--- config.mk ---
export PLATFORM = sky130hd
export DESIGN_NAME = stack_access_ctrl
export DESIGN_NICKNAME = d
export VERILOG_FILES = /design/src/rtl/stack_pkg.sv /design/src/rtl/stack_sp_reg.sv /design/src/rtl/stack_access_ctrl.sv
export SDC_FILE = /design/constraint.sdc
export NUM_CORES = 1
export LEC_CHECK = 0
export ABC_AREA = 1
export CAP_MARGIN = 0
export CORE_MARGIN = 2
export CORE_UTILIZATION = 44
export CTS_BUF_LIST = sky130_fd_sc_hd__clkbuf_16
export CTS_CLUSTER_DIAMETER = 60
export DETAILED_ROUTE_END_ITERATION = 8
export HOLD_SLACK_MARGIN = 0.12
export PLACE_DENSITY = 0.77
export SYNTH_ARGS = -nofsm -noshare
export SYNTH_HDL_FRONTEND = slang
export SYNTH_SLANG_ARGS = --single-unit
export TNS_END_PERCENT = 5
--- constraint.sdc ---
create_clock -name CLK -period 2 [get_ports CLK]
set_clock_uncertainty 0.2 [all_clocks]
set_input_delay 0.4 -clock CLK [delete_from_list [all_inputs] [get_ports CLK]]
set_output_delay 0.4 -clock CLK [all_outputs]
set_load 0.01 [all_outputs]
--- src/rtl/stack_pkg.sv ---
// Shared types for the stack access controller: request opcodes, FSM states, default widths.
package stack_pkg;

    localparam int STK_ADDR_W = 8;
    localparam int STK_DATA_W = 10;

    typedef enum logic [1:0] {
        OP_NOP  = 2'd0,
        OP_PUSH = 2'd1,
        OP_POP  = 2'd2,
        OP_LOAD = 2'd3
    } stk_op_t;

    typedef enum logic [1:0] {
        IDLE = 2'd0,
        WR   = 2'd1,
        RD   = 2'd2,
        RSP  = 2'd3
    } state_t;

endpackage

--- src/rtl/stack_sp_reg.sv ---
// Stack pointer plus occupancy counter; the stack grows downward, so a push decrements SP.
module stack_sp_reg #(
    parameter int ADDR_W = 8
) (
    input  logic              CLK,
    input  logic              RST,
    input  logic              load,
    input  logic [ADDR_W-1:0] load_val,
    input  logic              incr,
    input  logic              decr,
    output logic [ADDR_W-1:0] sp,
    output logic [ADDR_W:0]   depth
);

    localparam logic [ADDR_W:0] DEPTH_MAX = {1'b1, {ADDR_W{1'b0}}};

    // Depth saturates at both ends so that an unchecked wrap never reports a bogus occupancy.
    always_ff @(posedge CLK or posedge RST) begin
        if (RST) begin
            sp    <= '0;
            depth <= '0;
        end else if (load) begin
            sp    <= load_val;
            depth <= '0;
        end else if (incr) begin
            sp <= sp + 1'b1;
            if (depth != '0)
                depth <= depth - 1'b1;
        end else if (decr) begin
            sp <= sp - 1'b1;
            if (depth != DEPTH_MAX)
                depth <= depth + 1'b1;
        end
    end

endmodule

--- src/rtl/stack_access_ctrl.sv ---
// PUSH/POP/LOAD engine in front of a 1-cycle synchronous scratch RAM.
// Define STACK_BOUNDS_EN to reject overflowing pushes / underflowing pops and raise a sticky ERR.
module stack_access_ctrl
    import stack_pkg::*;
#(
    parameter int ADDR_W = STK_ADDR_W,
    parameter int DATA_W = STK_DATA_W
) (
    input  logic              CLK,
    input  logic              RST,
    input  logic              REQ_VALID,
    output logic              REQ_READY,
    input  logic [1:0]        REQ_OP,
    input  logic [DATA_W-1:0] REQ_DATA,
    output logic              RSP_VALID,
    input  logic              RSP_READY,
    output logic [DATA_W-1:0] RSP_DATA,
    output logic [ADDR_W-1:0] MEM_ADDR,
    output logic              MEM_WE,
    output logic [DATA_W-1:0] MEM_WDATA,
    input  logic [DATA_W-1:0] MEM_RDATA,
    output logic [ADDR_W-1:0] SP_OUT,
    output logic              EMPTY,
    output logic              FULL,
    output logic              ERR
);

    localparam logic [ADDR_W:0] DEPTH_MAX = {1'b1, {ADDR_W{1'b0}}};

    state_t            state, nstate;
    stk_op_t           op;
    logic              accept;
    logic [ADDR_W-1:0] sp;
    logic [ADDR_W:0]   depth;
    logic              sp_load, sp_incr, sp_decr;
    logic [DATA_W-1:0] wdata_q;
    logic [DATA_W-1:0] rsp_data_q;
    logic              pop_err_q;
    logic              push_bad, pop_bad;

    assign op     = stk_op_t'(REQ_OP);
    assign accept = REQ_VALID && (state == IDLE);

`ifdef STACK_BOUNDS_EN
    logic err_q;

    assign push_bad = (depth == DEPTH_MAX);
    assign pop_bad  = (depth == '0);

    always_ff @(posedge CLK or posedge RST) begin
        if (RST)
            err_q <= 1'b0;
        else if (accept && (((op == OP_PUSH) && push_bad) || ((op == OP_POP) && pop_bad)))
            err_q <= 1'b1;
    end

    assign ERR = err_q;
`else
    assign push_bad = 1'b0;
    assign pop_bad  = 1'b0;
    assign ERR      = 1'b0;
`endif

    stack_sp_reg #(.ADDR_W(ADDR_W)) u_sp (
        .CLK      (CLK),
        .RST      (RST),
        .load     (sp_load),
        .load_val (REQ_DATA[ADDR_W-1:0]),
        .incr     (sp_incr),
        .decr     (sp_decr),
        .sp       (sp),
        .depth    (depth)
    );

    always_ff @(posedge CLK or posedge RST) begin
        if (RST)
            state <= IDLE;
        else
            state <= nstate;
    end

    // SP moves on a pop only once the result is consumed, so a stalled response never skews it.
    always_comb begin
        nstate  = state;
        sp_load = 1'b0;
        sp_incr = 1'b0;
        sp_decr = 1'b0;
        case (state)
            IDLE: begin
                if (accept) begin
                    case (op)
                        OP_PUSH: if (!push_bad) nstate = WR;
                        OP_POP:  nstate = RD;
                        OP_LOAD: sp_load = 1'b1;
                        default: ;
                    endcase
                end
            end
            WR: begin
                sp_decr = 1'b1;
                nstate  = IDLE;
            end
            RD:  nstate = RSP;
            RSP: begin
                if (RSP_READY) begin
                    nstate  = IDLE;
                    sp_incr = !pop_err_q;
                end
            end
            default: nstate = IDLE;
        endcase
    end

    // MEM_ADDR already shows SP while idle, so RAM data for a pop lands during RD.
    always_ff @(posedge CLK or posedge RST) begin
        if (RST) begin
            wdata_q    <= '0;
            pop_err_q  <= 1'b0;
            rsp_data_q <= '0;
        end else begin
            if (accept && (op == OP_PUSH))
                wdata_q <= REQ_DATA;
            if (accept && (op == OP_POP))
                pop_err_q <= pop_bad;
            if (state == RD)
                rsp_data_q <= pop_err_q ? '0 : MEM_RDATA;
        end
    end

    assign REQ_READY = (state == IDLE);
    assign RSP_VALID = (state == RSP);
    assign RSP_DATA  = rsp_data_q;
    assign MEM_WE    = (state == WR);
    assign MEM_ADDR  = (state == WR) ? (sp - 1'b1) : sp;
    assign MEM_WDATA = (state == WR) ? wdata_q : '0;
    assign SP_OUT    = sp;
    assign EMPTY     = (depth == '0);
    assign FULL      = (depth == DEPTH_MAX);

endmodule

# Word level (Yosys, flattened, before mapping)
# Cells that the tools add are included.
[word_totals] reg_bits=39 input_bits=26
[classes] n_addsub=4 n_eq_ne=12 n_mux=20 n_reduce_logical=9
[ops] cell="two-way mux 9 bit" count=5
[ops] cell="two-way mux 8 bit" count=4
[ops] cell="two-way mux 10 bit" count=1
[ops] cell="adder 9 x 1 -> 9 bit, second input constant" count=1
[ops] cell="equality test 9 bit, second input constant" count=1
[ops] cell="zero test 9 bit" count=1
[ops] cell="inequality test 9 bit, second input constant" count=1
[ops] cell="nonzero test 9 bit" count=1
[ops] cell="subtractor 9 x 1 -> 9 bit, second input constant" count=1
[ops] cell="adder 8 x 1 -> 8 bit, second input constant" count=1
[ops] cell="equality test 2 bit, second input constant" count=4
[ops] cell="one-hot mux 2 bit (4 select lines)" count=1
[ops] cell="subtractor 8 x 1 -> 8 bit, second input constant" count=1
[ops] cell="two-way mux 1 bit" count=6
[ops] cell="AND reduction 3 bit" count=2
[ops] cell="nonzero test 3 bit" count=2
[ops] cell="equality test 2 x 1 -> 1 bit, second input constant" count=2
[ops] cell="two-way mux 2 bit" count=2
[ops] cell="inequality test 2 x 1 -> 1 bit, second input constant" count=2
[ops] cell="one-hot mux 2 bit (2 select lines)" count=1
[ops] cell="inequality test 3 x 1 -> 1 bit, second input constant" count=1
[ops] cell="inequality test 3 x 2 -> 1 bit, second input constant" count=1
[ops] cell="logical AND 1 bit" count=2
[ops] cell="zero test 2 bit" count=1

# Depth between registers and ports, before layout
# Gate-level depths: netlist of the first run.
[logic_depth] depth_word=6 depth_mapped=15 mapped_depth_nobuf=14

# Modules after synthesis
# Synthesis of the first run repeated with hierarchy kept, for this count alone.
[hier_totals] cells_unflattened=369 hier_area_um2=2785.2
[by_module_without_submodules] mod="stack_sp_reg" n_inst=1 cells_per_inst=217 area_per_inst_um2=1446.4 seq_area_each_um2=425.4
[by_module_without_submodules] mod="stack_access_ctrl" n_inst=1 cells_per_inst=152 area_per_inst_um2=1338.8 seq_area_each_um2=550.5

# Worst setup path after synthesis of the first run
# No wires, ideal clock.
[synth_timing] path_type="reg-to-output" start="register u_sp.sp[0]" end="output port MEM_ADDR[6]" arrival_time_ps=1324 setup_slack_ps=76 path_stages_with_launch=6 n_path_buf=0 path_cell_list="dfrtp_1 -> inv_1 -> ha_1 -> nand4_1 -> xor2_1 -> o21ai_0"
[synth_via] elab_chain_len=2
[synth_lines] item="start, declared" line="stack_sp_reg.sv:11" text="output logic [ADDR_W-1:0] sp,"
[synth_lines] item="start signal, assigned" line="stack_sp_reg.sv:23" text="sp <= load_val;"
[synth_lines] item="start signal, assigned" line="stack_sp_reg.sv:26" text="sp <= sp + 1'b1;"
[synth_lines] item="start signal, assigned" line="stack_sp_reg.sv:30" text="sp <= sp - 1'b1;"
[synth_lines] item="subtractor 8 x 1 -> 8 bit" line="stack_access_ctrl.sv:134" text="assign MEM_ADDR = (state == WR) ? (sp - 1'b1) : sp;"
[synth_lines] item="two-way mux 8 bit" line="stack_access_ctrl.sv:134"
[synth_lines] item="end, declared" line="stack_access_ctrl.sv:18" text="output logic [ADDR_W-1:0] MEM_ADDR,"
# Every way passes these cells.

# Worst setup path in the final report of the first run
# Ends and elaborated chain as after synthesis.

==> results of run 1 <==
==> flip-flops by register name, indices dropped and copies added (netlist names) <==
register,cells
u_sp.depth,9
u_sp.sp,8
wdata_q,10
RSP_DATA,10
state,2
==> path summary, 6_finish.rpt <==
| path | start | cells after the start | to |
|---|---|---|---|
| min reg2reg | wdata_q[1] | 2 | wdata_q[1] |
| min in group CLK | wdata_q[1] | 2 | wdata_q[1] |
| max | u_sp.sp[0] | 6 | MEM_ADDR[6] |
| max reg2reg | u_sp.sp[3] | 9 | u_sp.sp[7] |
| min | RST | 3 | wdata_q[9] |
| max in group asynchronous | RST | 3 | u_sp.sp[3] |
==> cells by family (layout without fill, tap and decap cells) <==
logic type / after synthesis / in the layout
AOI/OAI and AO/OA: 48 / 48
xor gates and xnor gates: 12 / 12
adders and majority gates: 5 / 5
buffers and inverters: 67 / 196
DFF: 39 / 39
muxes: 10 / 10
other: 1 / 1
and+or+nand+nor: 163 / 163
==> per-layer routing <==
metal | part of all wire, % | up-vias | track usage, %
met1 | 43 | 1281 | 31.8
met5 | 0 | - | 0
met2 | 50 | 108 | 41.8
li1 | - | 1348 | -
met3 | 5.7 | 10 | 5.11
met4 | 1.4 | 0 | 7.07
==> power by group through the flow <==
| stage | sequential, mW | combinational (mW) | clock, mW |
|---|---|---|---|
| 3_3_place_gp | 1.36 | 3.98 | 0 |
| 3_5_place_dp | 1.38 | 4.07 | 0 |
| 4_1_cts | 1.38 | 4.02 | 0.775 |
| 6_report | 1.40 | 4.22 | 0.765 |
| 2_1_floorplan | 1.49 | 1.82 | 0 |
| 5_1_grt | 1.44 | 4.62 | 0.800 |
==> worst max-delay path: cells and delay by family, from the launching register on <==
family	cells	cell delay, ns
buffers and inverters	2	0.25
AO/OA/AOI/OAI	1	0.13
adder cells (fa/ha/maj)	1	0.15
flip-flops	1	0.38
XOR/XNOR	1	0.22
AND/OR/NAND/NOR	1	0.14
==> timing repair <==
action | 4_1_cts | 5_1_grt
resized for setup | 80 | 44
pin swaps | 4 | 11
setup endpoints to repair | 34 | 38
buffers inserted | 1 | 4
==> metrics by stage <==
stage	TNS, ns	utilization [%]
after floorplan	0	-
after global placement	-6.19	67.1
after detailed placement	-7.50	67.1
after CTS	-1.12	70.1
after global routing	-2.50	71.4
final	-0.788	71.4
==> layout by cell type, fill, tap and decap left out, types with 2 or more instances in the layout <==
cell type	synthesis	layout
dlymetal6s2s_1	0	3
o21ai_2	0	3
nand3_1	26	23
o221ai_1	3	3
buf_12	0	2
o21ai_1	1	8
clkdlybuf4s15_2	0	2
nor2_1	33	28
nand2_1	89	87
dfrtp_1	39	38
o21ai_0	23	13
xor2_2	0	6
xor2_1	11	5
buf_4	2	64
buf_6	0	2
inv_1	53	48
nor2_2	3	3
o22ai_1	2	2
ha_1	5	4
nand4_1	6	6
nor2_4	0	5
mux2_2	10	10
inv_2	2	6
dlygate4sd2_1	0	2
nand3_2	1	4
clkbuf_2	0	5
buf_2	4	13
nand2_2	2	4
clkbuf_16	0	5
clkdlybuf4s50_1	0	41
a21oi_1	13	13
==> final cells by class <==
type	instances	area share [%]
Tap cell	72	2.30
Timing Repair Buffer	134	28.7
Clock buffer	5	3.20
Multi-Input combinational cell	239	35.1
Sequential cell	39	25.0
Clock inverter	2	0.352
Inverter	55	5.35
==> run summary, run 1 <==
Ys async rst share -> 100%
Period utilisation layout -> 107%
Status -> finished, violations left
Syn_nets -> 376
Cell type with the largest total area after synthesis -> dfrtp_1
CP Cell Sequence -> inv_2, ha_4, nand4_1, xor2_2, o21ai_1, buf_2
Instance area after placement -> 3670 um^2
CP max stage delay -> 0.38 ns
Reg area -> 977 um^2
# IOs -> 68
DP Cell Count -> 534
Most frequent cells after synthesis -> 89 x nand2_1, 53 x inv_1, 39 x dfrtp_1, 33 x nor2_1, 26 x nand3_1
Post-DRT Antenna Nets -> 0
Net Switching -> 2.70 mW
CP Data Arrival Time -> 1.55 ns
Cell area after synthesis -> 2480 um^2
Routability congestion estimate -> 0.907
Peak VDD IR -> 1060 uV
CTS tree -> done
Post-route insts no fill -> 546
Post-route worst setup slack -> -0.148 ns
Register share of total power -> 22.0%
Final non-filler cell area -> 3910 um^2
Hold WS -> 0.282 ns
Root Buffer -> clkbuf_16
Rows -> 27
Crit path kind -> reg -> out
Pleak -> 2.06 nW
Layout area overhead -> 57.5%
Pre-CTS WS -> -0.403 ns
Worst path required time -> 1.40 ns
Ranking of synthesized cells by area -> dfrtp_1 39%, nand2_1 13%, inv_1 8.0%
Die Wd -> 79.1 um
Core area -> 5470 um^2
Global-route wire length before repair -> 12.3 mm
Min-Delay Path Class -> in -> async
Mux cell area share after synthesis -> 4.54%
Maximum fanout along the worst path -> 4
Number of port buffers -> 66
Final WL -> 7.34 mm
Comb pwr share -> 66.1%
Initial antenna violation count -> 0
Max Fclk -> 465 MHz
Initial DRT Pass Iterations -> 4
Clk pwr share -> 12.0%
Dpl hpwl -> 5.32 mm
Worst-path clk slew -> 0.06 ns
Fill count -> 427
Via count -> 2747
Internal power consumption -> 3.70 mW
Detailed-route vias per instance -> 5.03
Pwr dens -> 1640 nW/um^2
Clock buffer depth -> 2
Yosys warning count -> 0
Gr ovfl total -> 0
Clock Latency Late Sink -> 0.29 ns
Max-cap violations -> 0
Post-synth EDFFs -> 0
# hold bufs at CTS -> 0
Minimum clock period after layout -> 2.15 ns
Main flop type after synthesis -> dfrtp_1
Switching part of the total power -> 42.2%
RSZ-0062 raised after global routing -> yes
Main combinational cell family by area after synthesis -> simple AND/OR/NAND/NOR gates
Fin. max-slew vios -> 0
Gr usage total -> 24.6%
Initial core utilization -> 45.4%
CTS buffer count -> 5
Crit. End Element -> output port
Die area -> 6260 um^2
Failing checks -> setup timing
Reg-to-reg slack, setup -> 0.04 ns
DRC violations left -> 0
Syn Area/Cell -> 7.20 um^2
Power consumption -> 6.39 mW
Worst Setup Start Kind -> flip-flop
#FFs+latches synth -> 39
Routed len/inst -> 13.4 um
Xor/xnor cell area share of the yosys netlist -> 4.23%
Vias in the first global route -> 2677
Cells after synthesis -> 345
Share of the synthesized area in the top cell type -> 39.3%
Number of nets in the final layout -> 505
Layout cells sized above 1 -> 30.0%
Adder-Cell Fraction of Synth Area -> 2.52%
Compound-Gate Fraction of Synth Area -> 11.0%
Clock sink count -> 39
Distinct cells, synth -> 32
Register area share after synthesis -> 39.3%
DR iter-0 viols -> 166
Max H-tree Level -> 2
Die H -> 79.1 um
# diodes -> 0
Synth Area in Simple Gates -> 27.6%
Final setup fails -> 9
Final hold vios -> 0
Multi-input gate area -> 1370 um^2
Largest net degree at the start of global routing -> 40
Most common cell in the netlist -> nand2_1
Highest-delay cell along the critical path -> dfrtp_1
Power figures use the tool's default switching activity.
==> run 2, diff against run 1 <==
CORE_UTILIZATION = 35   (was 44)
PLACE_DENSITY = default   (was 0.77)
==> run 2 against run 1 <==
  * The run still ends with setup timing left
  * Final area is 1.2% higher
  * Total power is 0.94% higher
  * Sequential power hardly changed
  * Non-clock buffer count is 2 higher
  * Sequential share of layout area is 0.32 points lower
  * Wire length is 2.6% lower
  * Via count is 4.0% lower
  * Combinational power is 1% lower
  * Die area is 24% higher
  * Largest power group unchanged
==> run summary, run 2 (synthesis gave the netlist of run 1 again) <==
Instance area after placement -> 3710 um^2 (was 3670 um^2)
CTS tree -> done (unchanged)
Gr usage total -> 18.9% (was 24.6%)
Dpl hpwl -> 5.38 mm (was 5.32 mm)
Power consumption -> 6.45 mW (was 6.39 mW)
Layout area overhead -> 59.3% (was 57.5%)
CTS buffer count -> 5 (unchanged)
Max-cap violations -> 0 (unchanged)
Number of port buffers -> 66 (unchanged)
Final non-filler cell area -> 3960 um^2 (was 3910 um^2)
Fill count -> 650 (was 427)
RSZ-0062 raised after global routing -> yes (unchanged)
Failing checks -> setup timing (unchanged)
Global-route wire length before repair -> 11.6 mm (was 12.3 mm)
Final WL -> 7.15 mm (was 7.34 mm)
Worst path required time -> 1.40 ns (about the same)
Reg2reg end -> u_sp.depth[8] (was u_sp.sp[7])
Layout cells sized above 1 -> 29.8% (was 30.0%)
Largest net degree at the start of global routing -> 40 (unchanged)
Core area -> 6830 um^2 (was 5470 um^2)
Peak VDD IR -> 744 uV (was 1060 uV)
Pleak -> 2.04 nW (was 2.06 nW)
Max H-tree Level -> 2 (unchanged)
Number of nets in the final layout -> 507 (was 505)
Most frequent cells in the layout -> 87 x nand2_1, 65 x buf_4, 49 x inv_1 (was 87 x nand2_1, 64 x buf_4, 48 x inv_1)
Minimum clock period after layout -> 2.12 ns (was 2.15 ns)
# IOs -> 68 (unchanged)
Status -> finished, violations left (unchanged)
Maximum fanout along the worst path -> 2 (was 4)
Die Wd -> 88.2 um (was 79.1 um)
Initial core utilization -> 36.3% (was 45.4%)
Reg2reg start -> state[1] (was u_sp.sp[3])
Detailed-route vias per instance -> 4.60 (was 5.03)
DR iter-0 viols -> 70 (was 166)
Clock sink count -> 39 (unchanged)
Reg-to-reg slack, setup -> 0.10 ns (was 0.04 ns)
Die area -> 7780 um^2 (was 6260 um^2)
Vias in the first global route -> 2531 (was 2677)
Pwr dens -> 1630 nW/um^2 (was 1640 nW/um^2)
Worst Setup Start Kind -> flip-flop (unchanged)
Routed len/inst -> 12.5 um (was 13.4 um)
Min-Delay Path Class -> in -> async (unchanged)
Post-route worst setup slack -> -0.123 ns (was -0.148 ns)
Critical Path Source -> u_sp.sp[4] (was u_sp.sp[0])
Clock buffer depth -> 2 (unchanged)
Reg2reg path depth -> 14 (was 9)
Final hold vios -> 0 (unchanged)
Routability congestion estimate -> 0.824 (was 0.907)
Initial antenna violation count -> 0 (unchanged)
Fin. max-slew vios -> 0 (unchanged)
Clock Latency Late Sink -> 0.28 ns (was 0.29 ns)
Gr ovfl total -> 0 (unchanged)
Rows -> 30 (was 27)
# diodes -> 0 (unchanged)
Initial DRT Pass Iterations -> 4 (unchanged)
Max Fclk -> 471 MHz (was 465 MHz)
Worst-path clk slew -> 0.06 ns (about the same)
Period utilisation layout -> 106% (was 107%)
Most common cell after layout, fill and taps aside -> nand2_1 (unchanged)
Root Buffer -> clkbuf_16 (unchanged)
DRC violations left -> 0 (unchanged)
Post-DRT Antenna Nets -> 0 (unchanged)
CP Data Arrival Time -> 1.52 ns (was 1.55 ns)
Via count -> 2638 (was 2747)
Crit path kind -> reg -> out (unchanged)
Final setup fails -> 6 (was 9)
Die H -> 88.2 um (was 79.1 um)
Crit. End Element -> output port (unchanged)
# hold bufs at CTS -> 0 (unchanged)
run 2: cell types whose count changed in the layout (fill, tap and decap cells not counted), sizes merged:
cell           previous run  this run
bufinv                    0         1
dlymetal6s2s              3         0
clkbuf                   10         5
clkdlybuf4s15             2         3
dlygate4sd2               2         4
buf                      81        88
run 2: through the flow:
step                      hold WS, ns  instances  util, %  setup slack, ns  TNS [ns]
after floorplan                 0.253        345        -           0.0762         0
after global placement          0.272        561     54.4           -0.361     -8.53
after detailed placement        0.275        561     54.4           -0.388     -9.01
after CTS                       0.289        571     56.6           -0.171    -0.727
after global routing            0.305        573     57.9           -0.249     -1.61
final                           0.281        573     57.9           -0.123    -0.531
run 2: area by class of cell:
cell class | count | area, um^2 | area share (%)
clock inverters | 3 | 43.8 | 1.11
clock buffers | 5 | 125 | 3.16
multi-input cells | 239 | 1360 | 34.4
repair buffers | 136 | 1120 | 28.3
inverters | 55 | 209 | 5.28
flip-flops and latches | 39 | 976 | 24.7
well taps | 96 | 120 | 3.04
run 2: what timing repair did:
action,CTS,global route
gates resized for setup,103,24
gates cloned,0,0
endpoints found under the setup margin,34,31
pin swaps,8,8
buffers inserted,2,2
run 2: how the worst max path moves through the flow:
stage                        to  cells past startpoint
floorplan           MEM_ADDR[6]                      5
global placement     u_sp.sp[5]                     11
detailed placement   u_sp.sp[5]                     11
CTS                 MEM_ADDR[3]                      7
global route        MEM_ADDR[5]                      7
finish              MEM_ADDR[5]                      7
run 2: per-layer routing:
metal	wire length (um)	track usage (%)	part of all wire (%)
met4	76	4.68	1.1
met5	0	0	0
met1	3170	24.0	44
met3	306	3.54	4.3
met2	3590	33.3	50
run 2: report_power, final:
part           internal (mW)  leakage [nW]  total, mW  switching [mW]
Sequential              1.17         0.464       1.37           0.195
Clock                  0.589        0.0838      0.922           0.334
Combinational           2.07          1.50       4.16            2.09
Total                   3.83          2.04       6.45            2.62
run 2: worst max-delay path, cell delays in order, from the launching register on:
cell	delay, ns
dfrtp_1	0.39
nor2_2	0.15
buf_4	0.12
nand4_1	0.10
xor2_1	0.21
nand2_1	0.08
o21ai_1	0.06
buf_2	0.14
